--- src/rtl/uart_tx_arbiter.sv ---
// uart_tx_arbiter: round-robin byte arbiter in front of one UART transmitter; define UART_ARB_BURST_EN for multi-byte bursts
module uart_tx_arbiter #(
   parameter int NUM_REQ   = 4,
   parameter int BURST_LEN = 4
) (
   input  logic                       clk,
   input  logic                       reset_n,
   input  logic [NUM_REQ-1:0]         req_valid,
   input  logic [8*NUM_REQ-1:0]       req_data,
   output logic [NUM_REQ-1:0]         req_ack,
   output logic                       tx_start,
   output logic [7:0]                 tx_data,
   input  logic                       tx_busy,
   output logic [$clog2(NUM_REQ)-1:0] grant_id,
   output logic                       arb_busy
);
   localparam int IW = $clog2(NUM_REQ);
   typedef enum logic [1:0] {IDLE, START, WAIT_BUSY, WAIT_DONE} state_t;
   state_t        state;
   logic [IW-1:0] rr_ptr, rr_next, next_id, idx, winner;
   logic [7:0]    win_byte;
   if (NUM_REQ < 2 || NUM_REQ > 8 || BURST_LEN < 1 || BURST_LEN > 16) begin : g_bad_params
   end
   // Scan from the far end back toward rr_ptr so the nearest valid index wins.
   always_comb begin
      winner   = rr_ptr;
      idx      = rr_ptr;
      win_byte = 8'h00;
      for (int k = NUM_REQ - 1; k >= 0; k--) begin
         idx = IW'((int'(rr_ptr) + k) % NUM_REQ);
         if (req_valid[idx]) winner = idx;
      end
      for (int i = 0; i < NUM_REQ; i++) if (winner == IW'(i)) win_byte = req_data[8*i +: 8];
   end
   assign next_id = (grant_id == IW'(NUM_REQ - 1)) ? '0 : grant_id + 1'b1;
`ifdef UART_ARB_BURST_EN
   logic [4:0] burst_cnt;
   logic       burst_stay;
   assign burst_stay = req_valid[grant_id] && (burst_cnt < 5'(BURST_LEN - 1));
   assign rr_next    = burst_stay ? grant_id : next_id;
   always_ff @(posedge clk) begin
      if (!reset_n) burst_cnt <= '0;
      else if (state == WAIT_DONE && !tx_busy) burst_cnt <= burst_stay ? burst_cnt + 1'b1 : '0;
   end
`else
   assign rr_next = next_id;
`endif
   always_ff @(posedge clk) begin
      if (!reset_n) begin
         state    <= IDLE;
         rr_ptr   <= '0;
         grant_id <= '0;
         tx_data  <= 8'h00;
         tx_start <= 1'b0;
         req_ack  <= '0;
         arb_busy <= 1'b0;
      end else begin
         tx_start <= 1'b0;
         req_ack  <= '0;
         case (state)
            IDLE: if (!tx_busy && |req_valid) begin
               state    <= START;
               grant_id <= winner;
               tx_data  <= win_byte;
               tx_start <= 1'b1;
               req_ack  <= NUM_REQ'(1) << winner;
               arb_busy <= 1'b1;
            end
            START:     state <= WAIT_BUSY;
            WAIT_BUSY: if (tx_busy) state <= WAIT_DONE;
            WAIT_DONE: if (!tx_busy) begin
               state    <= IDLE;
               arb_busy <= 1'b0;
               rr_ptr   <= rr_next;
            end
            default: state <= IDLE;
         endcase
      end
   end
endmodule
--- config.mk ---
export PLATFORM = sky130hd
export DESIGN_NAME = uart_tx_arbiter
export DESIGN_NICKNAME = d
export VERILOG_FILES = /design/src/rtl/uart_tx_arbiter.sv
export SDC_FILE = /design/constraint.sdc
export NUM_CORES = 1
export LEC_CHECK = 0
export ABC_CLOCK_PERIOD_IN_PS = 2900
export BUFFER_PORTS_ARGS = -buffer_cell sky130_fd_sc_hd__buf_4
export CAP_MARGIN = 20
export CORE_UTILIZATION = 48
export CTS_CLUSTER_SIZE = 16
export DETAILED_ROUTE_END_ITERATION = 16
export GPL_TIMING_DRIVEN = 0
export MAX_ROUTING_LAYER = met4
export PLACE_DENSITY = 0.84
export SLEW_MARGIN = 20
export SYNTH_ARGS = -nofsm -noshare
export SYNTH_HDL_FRONTEND = slang
export SYNTH_SLANG_ARGS = --single-unit
--- constraint.sdc ---
create_clock -name clk -period 2.9 [get_ports clk]
set_input_delay 0 -clock clk [delete_from_list [all_inputs] [get_ports clk]]
set_output_delay 0 -clock clk [all_outputs]
set_load 0.01 [all_outputs]
# Word-level counts from Yosys, hierarchy flattened
# Cells that the tools add are included.
[word_totals]
regBits = 20
input_bits = 39
out_inout_bits = 16
wordCells = 64
[classes]
add_sub_neg = 4
order_cmp = 4
n_eq_ne = 10
n_shift = 1
n_mux = 25
bitwise_logic = 1
n_reduce_logical = 12
[op_table]
columns = ["operator", "n"]
rows = [
  ["two-way mux 8 bit", 4],
  ["two-way mux 2 bit", 8],
  ["< comparator 2 x 3 -> 1 bit (second input constant)", 4],
  ["equality test 2 bit (second input constant)", 5],
  ["AND reduction 3 bit", 3],
  ["binary-select mux 1 bit (select 2 bit)", 4],
  ["case mux 2 bit (4 select lines)", 1],
  ["two-way mux 1 bit", 7],
  ["!= test 2 bit (second input constant)", 3],
  ["AND reduction 2 bit", 3],
  ["adder 2 x 1 -> 2 bit (second input constant)", 2],
  ["adder 2 bit (second input constant)", 2],
  ["equality test 2 x 1 -> 1 bit (second input constant)", 2],
  ["logical NOT 2 bit", 2],
  ["OR reduction 4 bit", 1],
  ["left shift 1 x 2 -> 4 bit (first input constant)", 1],
  ["case mux 1 bit (2 select lines)", 1],
  ["nonzero test 2 bit", 1],
  ["logical AND 1 bit", 1],
  ["logical NOT 1 bit", 1],
  ["inverter 1 bit", 1],
]

# Logic depth before layout (Yosys ltp)
[logic_depth]
word_depth = 12
depth_mapped = 7
ltp_nobuf = 6

# Worst setup path before layout
# OpenSTA, ideal clock, no wires.
[synth_path]
path_type = "reg2reg"
startpoint = "reg state[0]"
endpoint = "reg tx_data[0]"
setup_time_ns = 0.083
arrival_ns = 1.404
t_required_ns = 2.817
slack_ns = 1.413
stages_incl_launch_ff = 8
path_buffers = 1
period_less_slack_ns = 1.487
cell_sequence = "dfxtp_1 -> inv_1 -> ha_1 -> nor3b_4 -> and2_4 -> nand2b_1 -> buf_6 -> o221ai_1"
[synth_between]
elab_chain_len = 2
[synth_lines]
columns = ["element", "line", "text"]
rows = [
  ["start: declaration", "19", "state_t state;"],
  ["start signal: assignment", "50", "state <= IDLE;"],
  ["start signal: assignment", "62", "state <= START;"],
  ["start signal: assignment", "69", "START: state <= WAIT_BUSY;"],
  ["logical NOT 2 bit", "60", "case (state)"],
  ["AND reduction 2 bit (no source line)", "n/a", ""],
  ["end signal: assignment", "64", "tx_data <= win_byte;"],
  ["end: declaration", "12", "output logic [7:0] tx_data,"],
]
# Every way passes these cells.
# A chain may end at the register's enable or synchronous reset.

# Worst setup path in the final report
[layout_path]
startpoint = "reg state[0]"
endpoint = "reg tx_data[5]"
# The elaborated chain is that of the path after synthesis.

==> run summary <==
gr ovfl total -> 0
CP required -> 3.12 ns
peak supply drop -> 365.5 uV
skew final -> 0.006137 ns
clk sink count -> 20
Synth Area per Inst -> 9.596 um2
Final HPWL DP -> 2.059 mm
fin nets -> 217
cells after synthesis -> 112
Yosys cell types -> 28
Core Box Area -> 0.002042 mm2
DRT Pass-1 Iters -> 4
Chip Height -> 49.32 um
Hold EP -> tx_data[1]$_SDFFE_PN0P_
#FFs+latches synth -> 20
max-slew headroom at the worst pin -> 0.6441
Clock Latency Late Sink -> 0.31 ns
CP max FO -> 10
via count -> 1,049
setup TNS -> 0 ns
Worst EP arrival -> 1.90 ns
Critical Path End Type -> flip-flop
reg-to-reg endpoint -> tx_data[5]$_SDFFE_PN0P_
PnR worst setup slack -> 1.219 ns
pre-CTS setup slack -> 1.227 ns
DR vias/cell -> 5.298
Final period util -> 0.5797
total power draw -> 0.7357 mW
RSZ-0062 raised after global routing -> no
status -> completed
fmax -> 594.8 MHz
max_cap viols -> 0
routed len/inst -> 12.91 um
port buffer count -> 54
H-Tree Depth -> 1
pin count of the biggest net entering global routing -> 11
maximum clock path buffer count -> 2
# IOs -> 55
worst hold path type -> input pin to flip-flop
Syn. warnings -> 0
number of global-route vias before repair -> 1,062
Slew @ Worst Pin -> 0.5295 ns
die width -> 49.32 um
layout cells sized above 1 -> 0.3977
CTS tree -> yes
gpl congestion -> 0.7724
crit path kind -> flip-flop to flip-flop
worst hold path startpoint -> req_data[17]
DRC viols -> 0
die area -> 0.002432 mm2
Worst Reg-to-Reg Cells -> 7
Static Leakage -> 0.7051 nW
first-pass GRT wire length -> 4.174 mm
met3 WL -> 90 um
Critical path origin -> state[0]$_SDFFE_PN0P_
Clock transition at path regs -> 0.11 ns
Power Dens Cells -> 472.6 mW/mm2
startpoint types -> flip-flop
initial core utilization -> 0.5263
initial antenna violation count -> 0
DR top layer -> met4
n_diodes -> 0
DRT Wirelength -> 2.557 mm
fin. max-slew vios -> 0
post-synthesis sequential area ratio -> 0.3725
Area growth syn-to-layout -> 44.82%
Routed met2 length -> 1.454 mm
Hold Fails Final Rpt -> 0
GRT Overall Usage -> 0.2352
FP Rows -> 16
Num CTS Buffers -> 3
Final setup violation count -> 0
Cell Area, Synth -> 0.001075 mm2
reg2reg start -> state[0]$_SDFFE_PN0P_
root buf cell -> clkbuf_4
metal1 wirelength -> 977 um
Tmin final -> 1.681 ns
R2R Setup Slk -> 1.22 ns
syn_nets -> 156
# Post-CTS Setup Buffers -> 0
Final ANT Viol Nets -> 0
hold depth -> 3
Detailed Route Iter0 Violations -> 9
metal layers:
metal	GRT usage	vias to the layer above
li1	-	519
met1	0.2057	502
met2	0.4475	23
met3	0.08100	5
met4	0.09804	0
met5	-	-
cells in the final DEF, fill, tap and decap left out, drive strengths merged:
cell and n:
o31ai 1, a2bb2oi 1, nor2 15, a21o 1, a21oi 4, clkbuf 3
buf 57, o21ai 3, nor3 1, o21bai 1, dfxtp 20, nand2 11
or3 1, ha 5, mux2i 19, nor4 1, nand2b 1, o221ai 9
mux2 1, dlygate4sd3 2, inv 6, and2 1, nor2b 4, nor3b 1
a211oi 2
logic make-up (layout without fill, tap and decap cells):
family                   count (synthesis)  after routing  synth area share
buffers and inverters                    9             68           0.04889
flip-flops                              20             20            0.3725
AND/OR/NAND/NOR                         36             36            0.1700
AO/OA/AOI/OAI                           22             22            0.1630
multiplexers                            20             20            0.1874
adder cells (fa/ha/maj)                  5              5           0.05821
final cells by class:
| cell class | count | area, um2 |
|---|---|---|
| flip-flops and latches | 20 | 400.4 |
| multi-input cells | 83 | 621.8 |
| inverters | 6 | 22.52 |
| repair buffers | 56 | 425.4 |
| well taps | 27 | 33.78 |
| clock buffers | 3 | 22.52 |
| plain buffers | 3 | 30.03 |
| fillers | 154 | 485.5 |
state kept, by name, indices dropped and copies added, names as in the netlist:
signal,count
arb_busy,1
req_ack,4
tx_start,1
state,2
tx_data,8
rr_ptr,2
grant_id,2
metrics by stage:
stage / cell area, um2 / cells / hold WS (ns) / util
after CTS: 1556 / 198 / 0.0003401 / 0.7623
after floorplan: 1075 / 112 / 0.1596 / -
after global routing: 1556 / 198 / 0.01358 / 0.7623
after global placement: 1514 / 193 / 0.2602 / 0.7414
after detailed placement: 1514 / 193 / 0.2678 / 0.7414
final: 1556 / 198 / 0.0006169 / 0.7623
synthesized netlist by cell type:
| library cell | count | area [um2] |
|---|---|---|
| a21oi_2 | 1 | 8.760 |
| o221ai_2 | 1 | 15.01 |
| nand2b_1 | 1 | 6.260 |
| nor2b_1 | 4 | 25.02 |
| a211oi_1 | 2 | 15.01 |
| a2bb2oi_1 | 1 | 8.760 |
| nor2_1 | 15 | 56.30 |
| nor3_1 | 1 | 5.000 |
| o21ai_0 | 2 | 10.01 |
| o21bai_1 | 1 | 7.510 |
| or3_1 | 1 | 6.260 |
| buf_4 | 1 | 7.510 |
| o21ai_1 | 1 | 5.000 |
| nor3b_4 | 1 | 18.77 |
| a21oi_1 | 3 | 15.01 |
| mux2i_1 | 19 | 190.2 |
| dfxtp_1 | 20 | 400.4 |
| and2_4 | 1 | 8.760 |
| o221ai_1 | 8 | 70.07 |
| nand2_2 | 1 | 6.260 |
| a21o_1 | 1 | 7.510 |
| o31ai_2 | 1 | 12.51 |
| nand2_1 | 10 | 37.54 |
| ha_1 | 5 | 62.56 |
| buf_6 | 2 | 22.52 |
| nor4_2 | 1 | 12.51 |
| mux2_2 | 1 | 11.26 |
| inv_1 | 6 | 22.52 |
power by group:
group          switching, mW  internal [mW]  leakage [nW]
registers             0.0220          0.312         0.164
clock network         0.0825         0.0486        0.0138
logic                  0.125          0.146         0.528
total                  0.229          0.507         0.705
repair_timing:
action	CTS	global route
hold endpoints to repair	2	0
resized for setup	0	0
hold buffers	2	0
how the worst max path moves through the flow:
stage | depth (start not counted) | to | slack [ns]
final | 7 | tx_data[5]$_SDFFE_PN0P_ | 1.22
after global routing | 7 | tx_data[3]$_SDFFE_PN0P_ | 1.07
after CTS | 7 | tx_data[5]$_SDFFE_PN0P_ | 1.20
after detailed placement | 7 | tx_data[2]$_SDFFE_PN0P_ | 1.23
after global placement | 7 | tx_data[2]$_SDFFE_PN0P_ | 1.31
after floorplan | 7 | tx_data[0]$_SDFFE_PN0P_ | 1.41
worst max-delay path: stages, from the launching register on:
cell,delay [ns]
dfxtp_1,0.33
inv_1,0.11
ha_1,0.23
nor3b_4,0.32
and2_4,0.21
nand2b_1,0.06
buf_6,0.14
o221ai_1,0.18
No activity file was read; power rests on OpenSTA's default activity.
